$ cat config.mk
export PLATFORM = sky130hd
export DESIGN_NAME = camera_capture
export DESIGN_NICKNAME = d
export VERILOG_FILES = /design/src/rtl/camera_capture.sv
export SDC_FILE = /design/constraint.sdc
export NUM_CORES = 1
export LEC_CHECK = 0
export ABC_AREA = 1
export BUFFER_PORTS_ARGS = -buffer_cell sky130_fd_sc_hd__clkbuf_2
export CORE_MARGIN = 2
export CORE_UTILIZATION = 27
export DETAILED_ROUTE_END_ITERATION = 10
export HOLD_SLACK_MARGIN = 0.15
export SYNTH_ARGS = -nofsm -noshare
export SYNTH_HDL_FRONTEND = slang
export SYNTH_SLANG_ARGS = --single-unit
$ cat constraint.sdc
create_clock -name clk -period 2.85 [get_ports clk]
set_input_delay 0.4275 -clock clk [delete_from_list [all_inputs] [get_ports clk]]
set_output_delay 0.4275 -clock clk [all_outputs]
set_load 0.03 [all_outputs]
$ cat src/rtl/camera_capture.sv
// OV7670-style parallel camera front end: synchronises the camera bus into clk,
// packs four bytes per 32-bit word and emits pixel_done / frame_done strobes.
module camera_capture #(
   parameter int ROW_BYTES = 1280,
   parameter int ROWS      = 480
) (
   input  logic        clk,
   input  logic        reset,
   input  logic        cam_pclk,
   input  logic        cam_href,
   input  logic        cam_vsync,
   input  logic [7:0]  cam_data,
   output logic [31:0] data_out,
   output logic        pixel_done,
   output logic        frame_done,
   output logic        capturing,
   output logic        line_err
);

   typedef enum logic [1:0] {
      WAIT_VS_HIGH = 2'd0,
      WAIT_VS_LOW  = 2'd1,
      CAPTURE      = 2'd2
   } state_t;

   localparam logic [10:0] ROW_BYTES_C = 11'(ROW_BYTES);
   localparam logic [8:0]  ROWS_C      = 9'(ROWS);

   logic       pclk_s1_q, pclk_s2_q, pclk_s3_q;
   logic       href_s1_q, href_s2_q, href_s3_q;
   logic       vsync_s1_q, vsync_s2_q, vsync_s3_q;
   logic [7:0] data_s1_q, data_s2_q;

   state_t      state_q, state_d;
   logic [1:0]  idx_q, idx_d;
   logic [31:0] word_q, word_d;
   logic [10:0] byte_cnt_q, byte_cnt_d;
   logic [8:0]  row_cnt_q, row_cnt_d;
   logic        line_err_q, line_err_d;
   logic        capturing_q, capturing_d;
   logic        a_valid_q, a_valid_d, a_frame_q, a_frame_d;
   logic [31:0] a_word_q, a_word_d;
   logic        b_valid_q, b_valid_d, b_frame_q, b_frame_d;
   logic [31:0] b_word_q, b_word_d;
   logic [31:0] data_out_q, data_out_d;
   logic        pixel_done_q, pixel_done_d;
   logic        frame_pend_q, frame_pend_d;
   logic        frame_done_q, frame_done_d;

   logic pclk_rise, vsync_rise, vsync_fall, href_fall, accept;

   assign pclk_rise  = pclk_s2_q & ~pclk_s3_q;
   assign vsync_rise = vsync_s2_q & ~vsync_s3_q;
   assign vsync_fall = ~vsync_s2_q & vsync_s3_q;
   assign href_fall  = ~href_s2_q & href_s3_q;
   assign accept     = pclk_rise & href_s2_q & (state_q == CAPTURE);

   // Data is synchronised alongside the controls so a byte lines up with its pclk edge.
   always_ff @(posedge clk) begin
      if (reset) begin
         {pclk_s1_q, pclk_s2_q, pclk_s3_q}    <= 3'b000;
         {href_s1_q, href_s2_q, href_s3_q}    <= 3'b000;
         {vsync_s1_q, vsync_s2_q, vsync_s3_q} <= 3'b000;
         data_s1_q <= 8'h00;
         data_s2_q <= 8'h00;
      end else begin
         {pclk_s1_q, pclk_s2_q, pclk_s3_q}    <= {cam_pclk, pclk_s1_q, pclk_s2_q};
         {href_s1_q, href_s2_q, href_s3_q}    <= {cam_href, href_s1_q, href_s2_q};
         {vsync_s1_q, vsync_s2_q, vsync_s3_q} <= {cam_vsync, vsync_s1_q, vsync_s2_q};
         data_s1_q <= cam_data;
         data_s2_q <= data_s1_q;
      end
   end

   always_comb begin
      state_d    = state_q;
      idx_d      = idx_q;
      word_d     = word_q;
      byte_cnt_d = byte_cnt_q;
      row_cnt_d  = row_cnt_q;
      line_err_d = line_err_q;
      a_valid_d  = 1'b0;
      a_frame_d  = 1'b0;
      a_word_d   = a_word_q;
      case (state_q)
         WAIT_VS_HIGH: begin
            if (vsync_s2_q) begin
               state_d = WAIT_VS_LOW;
            end else begin
               state_d = WAIT_VS_HIGH;
            end
         end
         WAIT_VS_LOW: begin
            if (vsync_fall) begin
               state_d    = CAPTURE;
               line_err_d = 1'b0;
               idx_d      = 2'd0;
               byte_cnt_d = 11'd0;
               row_cnt_d  = 9'd0;
            end else begin
               state_d = WAIT_VS_LOW;
            end
         end
         CAPTURE: begin
            if (accept) begin
               case (idx_q)
                  2'd0:    word_d[31:24] = data_s2_q;
                  2'd1:    word_d[23:16] = data_s2_q;
                  2'd2:    word_d[15:8]  = data_s2_q;
                  default: word_d[7:0]   = data_s2_q;
               endcase
               if (idx_q == 2'd3) begin
                  a_valid_d = 1'b1;
                  a_word_d  = {word_q[31:8], data_s2_q};
               end else begin
                  a_valid_d = 1'b0;
               end
               idx_d = idx_q + 2'd1;
               if (byte_cnt_q != 11'h7FF) begin
                  byte_cnt_d = byte_cnt_q + 11'd1;
               end else begin
                  byte_cnt_d = byte_cnt_q;
               end
            end else if (href_fall) begin
               // A partial word or a wrong-length line both flag the line as bad.
               if ((idx_q != 2'd0) || (byte_cnt_q != ROW_BYTES_C)) begin
                  line_err_d = 1'b1;
               end else begin
                  line_err_d = line_err_q;
               end
               idx_d      = 2'd0;
               byte_cnt_d = 11'd0;
               if (row_cnt_q != ROWS_C) begin
                  row_cnt_d = row_cnt_q + 9'd1;
               end else begin
                  row_cnt_d = row_cnt_q;
               end
            end else begin
               idx_d = idx_q;
            end
            if (vsync_rise) begin
               state_d   = WAIT_VS_LOW;
               a_frame_d = 1'b1;
            end else begin
               state_d = CAPTURE;
            end
         end
         default: begin
            state_d = WAIT_VS_HIGH;
         end
      endcase
      capturing_d = (state_d == CAPTURE);
   end

   // frame_done trails the word pipeline by one stage so it never precedes the last word.
   always_comb begin
      b_valid_d    = a_valid_q;
      b_word_d     = a_word_q;
      b_frame_d    = a_frame_q;
      pixel_done_d = b_valid_q;
      frame_pend_d = b_frame_q;
      frame_done_d = frame_pend_q;
      if (b_valid_q) begin
         data_out_d = b_word_q;
      end else begin
         data_out_d = data_out_q;
      end
   end

   always_ff @(posedge clk) begin
      if (reset) begin
         state_q      <= WAIT_VS_HIGH;
         idx_q        <= 2'd0;
         word_q       <= 32'h0000_0000;
         byte_cnt_q   <= 11'd0;
         row_cnt_q    <= 9'd0;
         line_err_q   <= 1'b0;
         capturing_q  <= 1'b0;
         a_valid_q    <= 1'b0;
         a_frame_q    <= 1'b0;
         a_word_q     <= 32'h0000_0000;
         b_valid_q    <= 1'b0;
         b_frame_q    <= 1'b0;
         b_word_q     <= 32'h0000_0000;
         data_out_q   <= 32'h0000_0000;
         pixel_done_q <= 1'b0;
         frame_pend_q <= 1'b0;
         frame_done_q <= 1'b0;
      end else begin
         state_q      <= state_d;
         idx_q        <= idx_d;
         word_q       <= word_d;
         byte_cnt_q   <= byte_cnt_d;
         row_cnt_q    <= row_cnt_d;
         line_err_q   <= line_err_d;
         capturing_q  <= capturing_d;
         a_valid_q    <= a_valid_d;
         a_frame_q    <= a_frame_d;
         a_word_q     <= a_word_d;
         b_valid_q    <= b_valid_d;
         b_frame_q    <= b_frame_d;
         b_word_q     <= b_word_d;
         data_out_q   <= data_out_d;
         pixel_done_q <= pixel_done_d;
         frame_pend_q <= frame_pend_d;
         frame_done_q <= frame_done_d;
      end
   end

   assign data_out   = data_out_q;
   assign pixel_done = pixel_done_q;
   assign frame_done = frame_done_q;
   assign capturing  = capturing_q;
   assign line_err   = line_err_q;

endmodule
==> run metrics, run 1 <==
die area roughly 0.023 mm2; Least-Margin Pin Slew about 1000 ps; initial antenna violation count 0; worst hold slack about 200 ps; Slew Limit Fails 0; dpl cells just over 1000; Peak VDD IR ~0.32 mV; Iteration-0 DRC Markers 250; clk buf depth 2; Top FF cell, synth dfxtp_1; dominant cells by area after synthesis dfxtp_1 58%, nor2_1 13%, inv_1 5.8%; Final period util between 60% and 70%; Die X 151.4 um; core region area 0.02115 mm2; Max-slew headroom a little under a third; gr ovfl total 0; # Max-Cap Violations 0; vias post-DR approximately 4300; I/O Pins 49; Clock Pin Slew Worst Setup and Hold Paths 70 ps; Seq/Total Area, Yosys about 58%; Clk Latency, worst-skew pair ~430 ps; DRC violations left 0; post-route ant nets 0; Clock Sinks 169; maximum clock rate roughly 520 MHz; Yosys reg bits 169; Startpoint Class flip-flop; CTS tree done; overall routing resource usage between 10% and 20%; Final Hold Vio Count 0; Starting Density about 28%; htree depth 4; Mapped Cells 706; std cell rows 53; Pre-Repair DR Iteration Count 4; status finished clean; fraction of layout cells with a size suffix above 1 13.17%; RSZ-0062 raised after global routing false; CP most frequent cell buf_4; most frequent cells in the layout 210 x nor2_1, 169 x dfxtp_1, 90 x inv_1; HPWL after DPL 7.710 mm; # setup viols final 0; CP peak stage delay approximately 330 ps; CTS buffer count 17; final cell count without fillers between 1000 and 1500; cell taking the most area after synthesis dfxtp_1; post-CTS setup buffers 0; Crit. End Element flip-flop; largest net degree at the start of global routing 68; post-route cell area around 0.0070 mm2; CP cell instances inv_1 -> ha_1 -> nand4_2 -> buf_4 -> inv_2 -> nand2_4 -> nor2_4 -> buf_4 -> o22a_1; WS Path Type reg -> reg; Cell Area, Placed approximately 0.0064 mm2; final wirelength ~12 mm; WP data required 3220 ps; Synthesized Nets 729; syn_area_per_cell 8.306 um2; ys async rst share 0%; vias in the first global route ~3900; fin util around 33%; commonest non-fill, non-tap cell in the layout nor2_1; post-synth top area share 57.69%; Syn. warnings 0; min cycle time layout 1911 ps; DR WL/cell between 10 and 15 um; port bufs 48; Area growth, synth to finish 19.39%; leakage power between 3 and 4 nW; # nets final ~780; setup_tns 0 ps; Hold Path Stages 3; # resized after CTS 0; P per Cell Area 699.1 mW/mm2; Worst Path Arrival 2280 ps; Hold WC Path Type in -> reg; slowest stage cell on the critical path dfxtp_1; Die Ht 151.4 um; hold-fix buffers at CTS 0; Antenna Cells 0; GPL Wtd Cong 0.8363; worst-path fanout max 13; first-pass GRT wire length a little under 20 mm; DR vias/cell between 4 and 5; Post-synth EDFFs 0; worst reg-to-reg path cell count 9; Netlist cell types 22; CTS root buf clkbuf_16; Max Clock Skew 7.097 ps; Synth Cell Area just under 0.006 mm2
## state kept, by name, summed over array words and instances (netlist names), 2 cells and up
name / count
a_word_q: 32
b_word_q: 32
data_out: 32
word_q: 24
byte_cnt_q: 11
data_s1_q: 8
data_s2_q: 8
idx_q: 2
state_q: 2
## cells by family (layout without fill, tap and decap cells)
| logic type | count (synthesis) | after routing | synth area share [%] |
|---|---|---|---|
| compound gates | 104 | 104 | 10.95 |
| fa+ha+maj | 10 | 10 | 2.134 |
| flops | 169 | 169 | 57.69 |
| buf+inv | 119 | 180 | 8.022 |
| simple gates | 304 | 304 | 21.21 |
## per-layer routing
layer | GRT usage [%] | wire [um]
met1 | 14.11 | 5745
met2 | 16.86 | 5179
met3 | 3.343 | 469
met4 | 4.813 | 252
met5 | 0 | 0
## cell type report
cell class	count	area (um2)
clock buffers	19	432.9
clock inverters	13	185.2
fillers	2197	14150
inverters	92	345.3
multi-input cells	418	2011
flip-flops and latches	169	3383
well taps	275	344.1
repair buffers	56	300.3
## where the power goes
part | internal (W) | leakage (nW) | switching, W
registers | 0.00238 | 1.37 | 0.0000176
clock network | 0.00141 | 0.300 | 0.000988
logic | 0.0000310 | 1.38 | 0.0000681
total | 0.00382 | 3.05 | 0.00107
## through the flow
stage | setup WS [ps] | power [W]
finish | 939.2 | 0.004895
global route | 765.9 | 0.005080
CTS | 931.9 | 0.004957
detailed placement | 883.8 | 0.002554
global placement | 914.5 | 0.002552
floorplan | 1399 | 0.002518
## worst max-delay path, delay by kind of cell (launching register included)
| kind | cells | cell delay [ps] |
|---|---|---|
| DFF | 1 | 330 |
| AOI/OAI and AO/OA | 1 | 140 |
| and+or+nand+nor | 3 | 440 |
| buffers and inverters | 4 | 650 |
| adders and majority gates | 1 | 290 |
## Yosys cell counts, types with 4 or more instances
master	number
buf_2	10
inv_1	90
clkbuf_1	11
nor2_1	210
ha_1	10
nand3_1	14
o22a_1	32
nor2_4	4
dfxtp_1	169
o21ai_0	60
nand2_1	61
a21oi_1	11
## worst paths after layout
check         startpoint            to  slack [ps]
min          cam_data[3]  data_s1_q[3]         200
max           state_q[0]  a_word_q[31]         940
max reg2reg   state_q[0]  a_word_q[31]         940
min reg2reg    pclk_s1_q     pclk_s2_q         400
No activity file was read; power rests on OpenSTA's default activity.
==> run 2, diff against run 1 <==
- ABC_AREA: 1 -> 0
- clock period: 2.85 -> 1.6 ns (I/O delays scaled with it)
==> run 2 against run 1 <==
Effect of this change:
- the run now ends with negative setup slack left
- maximum frequency is 16% higher
- flip-flop and latch count stayed put
- worst hold slack better by 230 ps
- critical endpoint is now byte_cnt_q[0]
- highest routed layer unchanged
==> run metrics, run 2 <==
status finished, violations left; failing checks negative setup slack; most frequent cell after synthesis dfxtp_1; Peak VDD IR between 0.5 and 0.6 mV; dominant cells by area after synthesis dfxtp_1 57%, nor2b_1 6.4%, nand2_1 6.1%; DR WL/cell ~13 um; area of the multi-input gates 0.002516 mm2; std cell rows 54; fin util around a third; CTS tree done; Starting Density a little over a quarter; largest net degree at the start of global routing between 100 and 150; Hold WC Path Type reg -> reg; slowest stage cell on the critical path or4_4; Startpoint Class flip-flop; I/O Pins 49; filler cell count 2179; fraction of layout cells with a size suffix above 1 between 20% and 30%; vias post-DR between 4000 and 5000; clk buf depth 2; initial antenna violation count 0; maximum clock rate just over 600 MHz; Slew Limit Fails 0; Netlist cell types 45; Syn. warnings 0; post-synth top area share 56.52%; post-route ant nets 0; Top FF cell, synth dfxtp_1; final cell count without fillers between 900 and 1000; Antenna Cells 0; dpl cells roughly 950; # setup viols final 7; WP data required roughly 1900 ps; port bufs 48; Max Clock Skew 8.031 ps; CTS root buf clkbuf_16; HPWL after DPL 8.000 mm; Mapped Cells 621; Post-synth EDFFs 0; Iteration-0 DRC Markers between 200 and 300; WS Path Type reg -> reg; P per Cell Area approximately 1100 mW/mm2; Clock Pin Slew Worst Setup and Hold Paths ~60 ps; Max-slew headroom approximately three fifths; overall routing resource usage between 10% and 20%; post-layout worst setup margin -51.71 ps; final wirelength ~12 mm; cell taking the most area after synthesis dfxtp_1; delay-heaviest family, CP simple AND/OR/NAND/NOR gates; # Max-Cap Violations 0; Reg area roughly 0.0034 mm2; min cycle time layout roughly 1700 ps; Yosys reg bits 169; gr ovfl total 0; Clk Latency, worst-skew pair 420 ps; overall power between 0.008 and 0.009 W; Worst Path Arrival about 2000 ps; Seq/Total Area, Yosys 56.52%; Area growth, synth to finish 28.57%; leakage power 2.783 nW; CP cell instances buf_4 -> ha_1 -> inv_2 -> o21ai_4 -> or4_4 -> a21oi_2; GPL Wtd Cong 0.8402; Pre-Repair DR Iteration Count 4; RSZ-0062 raised after global routing true; vias in the first global route about 4200; Die X 152.9 um; Die Ht between 150 and 200 um; DRC violations left 0; CTS buffer count 17; worst-path fanout max 5; Synthesized Nets between 600 and 700; most frequent cells in the layout 163 x dfxtp_1, 92 x nand2_1, 62 x a21oi_1; DR vias/cell between 4 and 5; ys async rst share 0%; commonest non-fill, non-tap cell in the layout dfxtp_1; Crit. End Element flip-flop; # nets final 728; Clock Sinks 169; syn_area_per_cell just under 10 um2; worst path buffer plus inverter count 2; first-pass GRT wire length a little over 20 mm; Synth Cell Area around 0.0060 mm2; die area roughly 0.023 mm2; Least-Margin Pin Slew about 590 ps; top cells by count, synth 169 x dfxtp_1, 98 x nand2_1, 66 x a21oi_1; core region area ~0.022 mm2; Final Hold Vio Count 0; CP peak stage delay 550 ps; Final period util 103.2%; htree depth 4
[run 2: logic make-up (layout without fill, tap and decap cells)]
group / count (synthesis) / count (layout) / synth area share (%)
AO/OA/AOI/OAI: 97 / 98 / 9.553
adder cells (fa/ha/maj): 10 / 10 / 2.090
buffers and inverters: 52 / 147 / 3.930
flip-flops: 169 / 169 / 56.52
multiplexers: 36 / 36 / 6.020
AND/OR/NAND/NOR: 257 / 257 / 21.89
[run 2: area by class of cell]
class                           instances  share of cell area (%)
Inverter                               12                  0.6178
Timing Repair Buffer                  104                   10.19
Clock inverter                         10                   1.870
Sequential cell                       169                   44.09
Multi-Input combinational cell        401                   32.69
Tap cell                              280                   4.552
Clock buffer                           21                   5.983
[run 2: worst paths after layout]
| kind | start | cells after the start | endpoint | slack (ps) |
|---|---|---|---|---|
| setup / recovery | state_q[0] | 6 | byte_cnt_q[0] | -50 |
| hold reg to reg | b_frame_q | 1 | frame_done_d | 430 |
| hold / removal | b_frame_q | 1 | frame_done_d | 430 |
| setup reg to reg | state_q[0] | 6 | byte_cnt_q[0] | -50 |
[run 2: what timing repair did]
item / CTS / global route
hold buffers: 12 / 0
resized for setup: 17 / 29
pin swaps: 8 / 10
cloned: 0 / 2
setup endpoints to repair: 67 / 69
setup buffers: 3 / 1
hold endpoints to repair: 12 / 0
[run 2: routing by layer]
metal / wire, um / global-route usage [%]
met1: 5722 / 13.32
met2: 6085 / 17.34
met3: 363 / 3.459
met4: 292 / 4.365
met5: 0 / 0
[run 2: metrics by stage]
step	area (um2)	hold WS, ps	setup WS, ps	setup TNS, ps
after detailed placement	6748	422.0	-211.8	-8052
final	7696	433.3	-51.71	-185.9
after global routing	7696	458.6	-118.3	-785.9
after floorplan	5992	368.2	-8.846	-179.6
after global placement	6748	415.8	-170.8	-5673
after CTS	7560	437.3	-46.73	-208.0
[run 2: power breakdown]
part	total [W]	internal (W)	switching [W]
combinational	0.000234	0.0000989	0.000135
clock	0.00414	0.00254	0.00160
sequential	0.00426	0.00424	0.0000273
total	0.00864	0.00687	0.00176
[run 2: worst reg2reg max path, delay by kind of cell, from the launching register on]
kind	cells	cell delay (ps)
buf+inv	2	260
simple gates	1	560
compound gates	2	230
flops	1	330
fa+ha+maj	1	210
==> run 3, diff against run 2 <==
- CTS_BUF_LIST: unset -> sky130_fd_sc_hd__clkbuf_16
- MAX_ROUTING_LAYER: unset -> met4
- SLEW_MARGIN: unset -> 30
==> run 3 against run 2 <==
Effect of this change:
- design area is 0.68% higher
- clock power is 2% lower
- worst hold slack better by 2.6 ps
- wire length is 0.25% higher
- die area stayed put
- sequential share of layout area is 0.28 points lower
- flip-flop and latch count stayed put
- highest routed layer unchanged
- critical path type unchanged
- clock skew is 7.9 ps higher
- largest cell class unchanged
- worst setup slack better by 20 ps
- register-to-register slack better by 20 ps
- the flow still finishes with violations (negative setup slack)
==> run metrics, run 3 (same netlist as run 2, synthesis figures left out) <==
status finished, violations left; failing checks negative setup slack; Crit. End Element flip-flop; Hold WC Path Type reg -> reg; Comb power frac roughly 3.0%; CTS root buf clkbuf_16; overall routing resource usage between 10% and 20%; worst hold slack approximately 440 ps; CP cell instances inv_4 -> ha_4 -> o21ai_4 -> or4_4 -> a21oi_2; Setup crit start state_q[1]; Clock Sinks ~170; worst-path fanout max 6; WS Path Type reg -> reg; final wirelength approximately 12 mm; Max Clock Skew ~16 ps; port bufs 48; commonest non-fill, non-tap cell in the layout dfxtp_1; WP data required between 1500 and 2000 ps; fraction of layout cells with a size suffix above 1 around a quarter; std cell rows 54; Clock power frac 47.2%; Clock Pin Slew Worst Setup and Hold Paths around 70 ps; Peak VDD IR slightly below 0.6 mV; gr ovfl total 0; DR vias/cell around 4.4; Startpoint Class flip-flop; fin util 35.51%; setup_tns -50.26 ps; RSZ-0062 raised after global routing true; Critical R2R Launch state_q[1]; Worst Hold Launch data_s1_q[4]; Worst Path Arrival between 1500 and 2000 ps; I/O Pins 49; HPWL after DPL approximately 8 mm; core region area 0.02182 mm2; Least-Margin Pin Slew around 450 ps; clk buf depth 2; first-pass GRT wire length ~21 mm; # Max-Cap Violations 0; Final period util 102.0%; overall power between 0.008 and 0.009 W; Iteration-0 DRC Markers approximately 290; Clk Latency, worst-skew pair about 430 ps; Area growth, synth to finish 29.45%; DRC violations left 0; # nets final around 740; switching power 0.001795 W; Die X ~150 um; leakage power between 2 and 3 nW; post-route ant nets 0; vias post-DR ~4400; P per Cell Area 1106 mW/mm2; htree depth 4; most frequent cells in the layout 162 x dfxtp_1, 94 x nand2_1, 61 x a21oi_1, 61 x nor2b_1, 47 x clkbuf_2; # setup viols final 3; pre-CTS setup slack -224.8 ps; post-layout worst setup margin -31.34 ps; largest net degree at the start of global routing 106; Slew Limit Fails 0; Final Hold Vio Count 0; min cycle time layout between 1500 and 2000 ps; switching share of power a little over a fifth; Antenna Cells 0; slowest stage cell on the critical path or4_4; Starting Density 27.43%; die area roughly 0.023 mm2; DR WL/cell roughly 12 um; Pre-Repair DR Iteration Count 5; CTS buffer count 17; vias in the first global route 4208; Sequential Power Share between 40% and 50%; P_int between 0.006 and 0.007 W; GPL Wtd Cong between 0.8 and 0.9; CP peak stage delay 550 ps; Die Ht 152.9 um; maximum clock rate 613.0 MHz; CTS tree done; Max-slew headroom roughly 70%; initial antenna violation count 0
[run 3: power by group through the flow]
stage / combinational, W / sequential [W] / clock [W]
2_1_floorplan: 0.000128 / 0.00435 / 0
3_3_place_gp: 0.000202 / 0.00436 / 0
3_5_place_dp: 0.000203 / 0.00436 / 0
4_1_cts: 0.000241 / 0.00426 / 0.00417
5_1_grt: 0.000281 / 0.00427 / 0.00435
6_report: 0.000255 / 0.00427 / 0.00405
[run 3: stage by stage]
stage                     cells  cell area [um2]
after global routing       1003             7749
after global placement      952             6765
after detailed placement    952             6765
after floorplan             621             5992
final                      1003             7749
after CTS                   999             7589
[run 3: final cells by class]
| type | count | area [um2] |
|---|---|---|
| clock inverter | 13 | 151.4 |
| tap | 280 | 350.3 |
| multi-input combinational | 401 | 2560 |
| inverter | 12 | 52.55 |
| clock buffer | 17 | 425.4 |
| timing repair buffer | 111 | 814.5 |
| fill | 2190 | 14070 |
| sequential | 169 | 3395 |
[run 3: repair_timing]
item | CTS | global route
buffers inserted | 5 | 3
pin swaps | 7 | 8
hold buffers | 12 | 0
endpoints found under the hold margin | 13 | 0
gates resized for setup | 27 | 33
setup endpoints to repair | 68 | 69
cloned | 1 | 1
[run 3: critical path, delay by kind of cell, from the launching register on]
family	cells	cell delay, ps
AO/OA/AOI/OAI	2	270
adder cells (fa/ha/maj)	1	300
flip-flops	1	380
AND/OR/NAND/NOR	1	550
buffers and inverters	1	50
[run 3: path summary, 6_finish.rpt]
check                                endpoint  slack, ps  cells past startpoint
worst max-delay path            byte_cnt_q[1]        -30                      5
worst min-delay path             data_s2_q[4]        440                      1
worst max register to register  byte_cnt_q[1]        -30                      5
worst min register to register   data_s2_q[4]        440                      1
[run 3: metal layers]
layer / up-vias / wire [um] / GRT usage, %
met5: - / 0 / -
li1: 2286 / - / -
met1: 2033 / 5933 / 14.06
met2: 76 / 5896 / 17.34
met3: 18 / 437 / 3.346
met4: 0 / 226 / 4.056
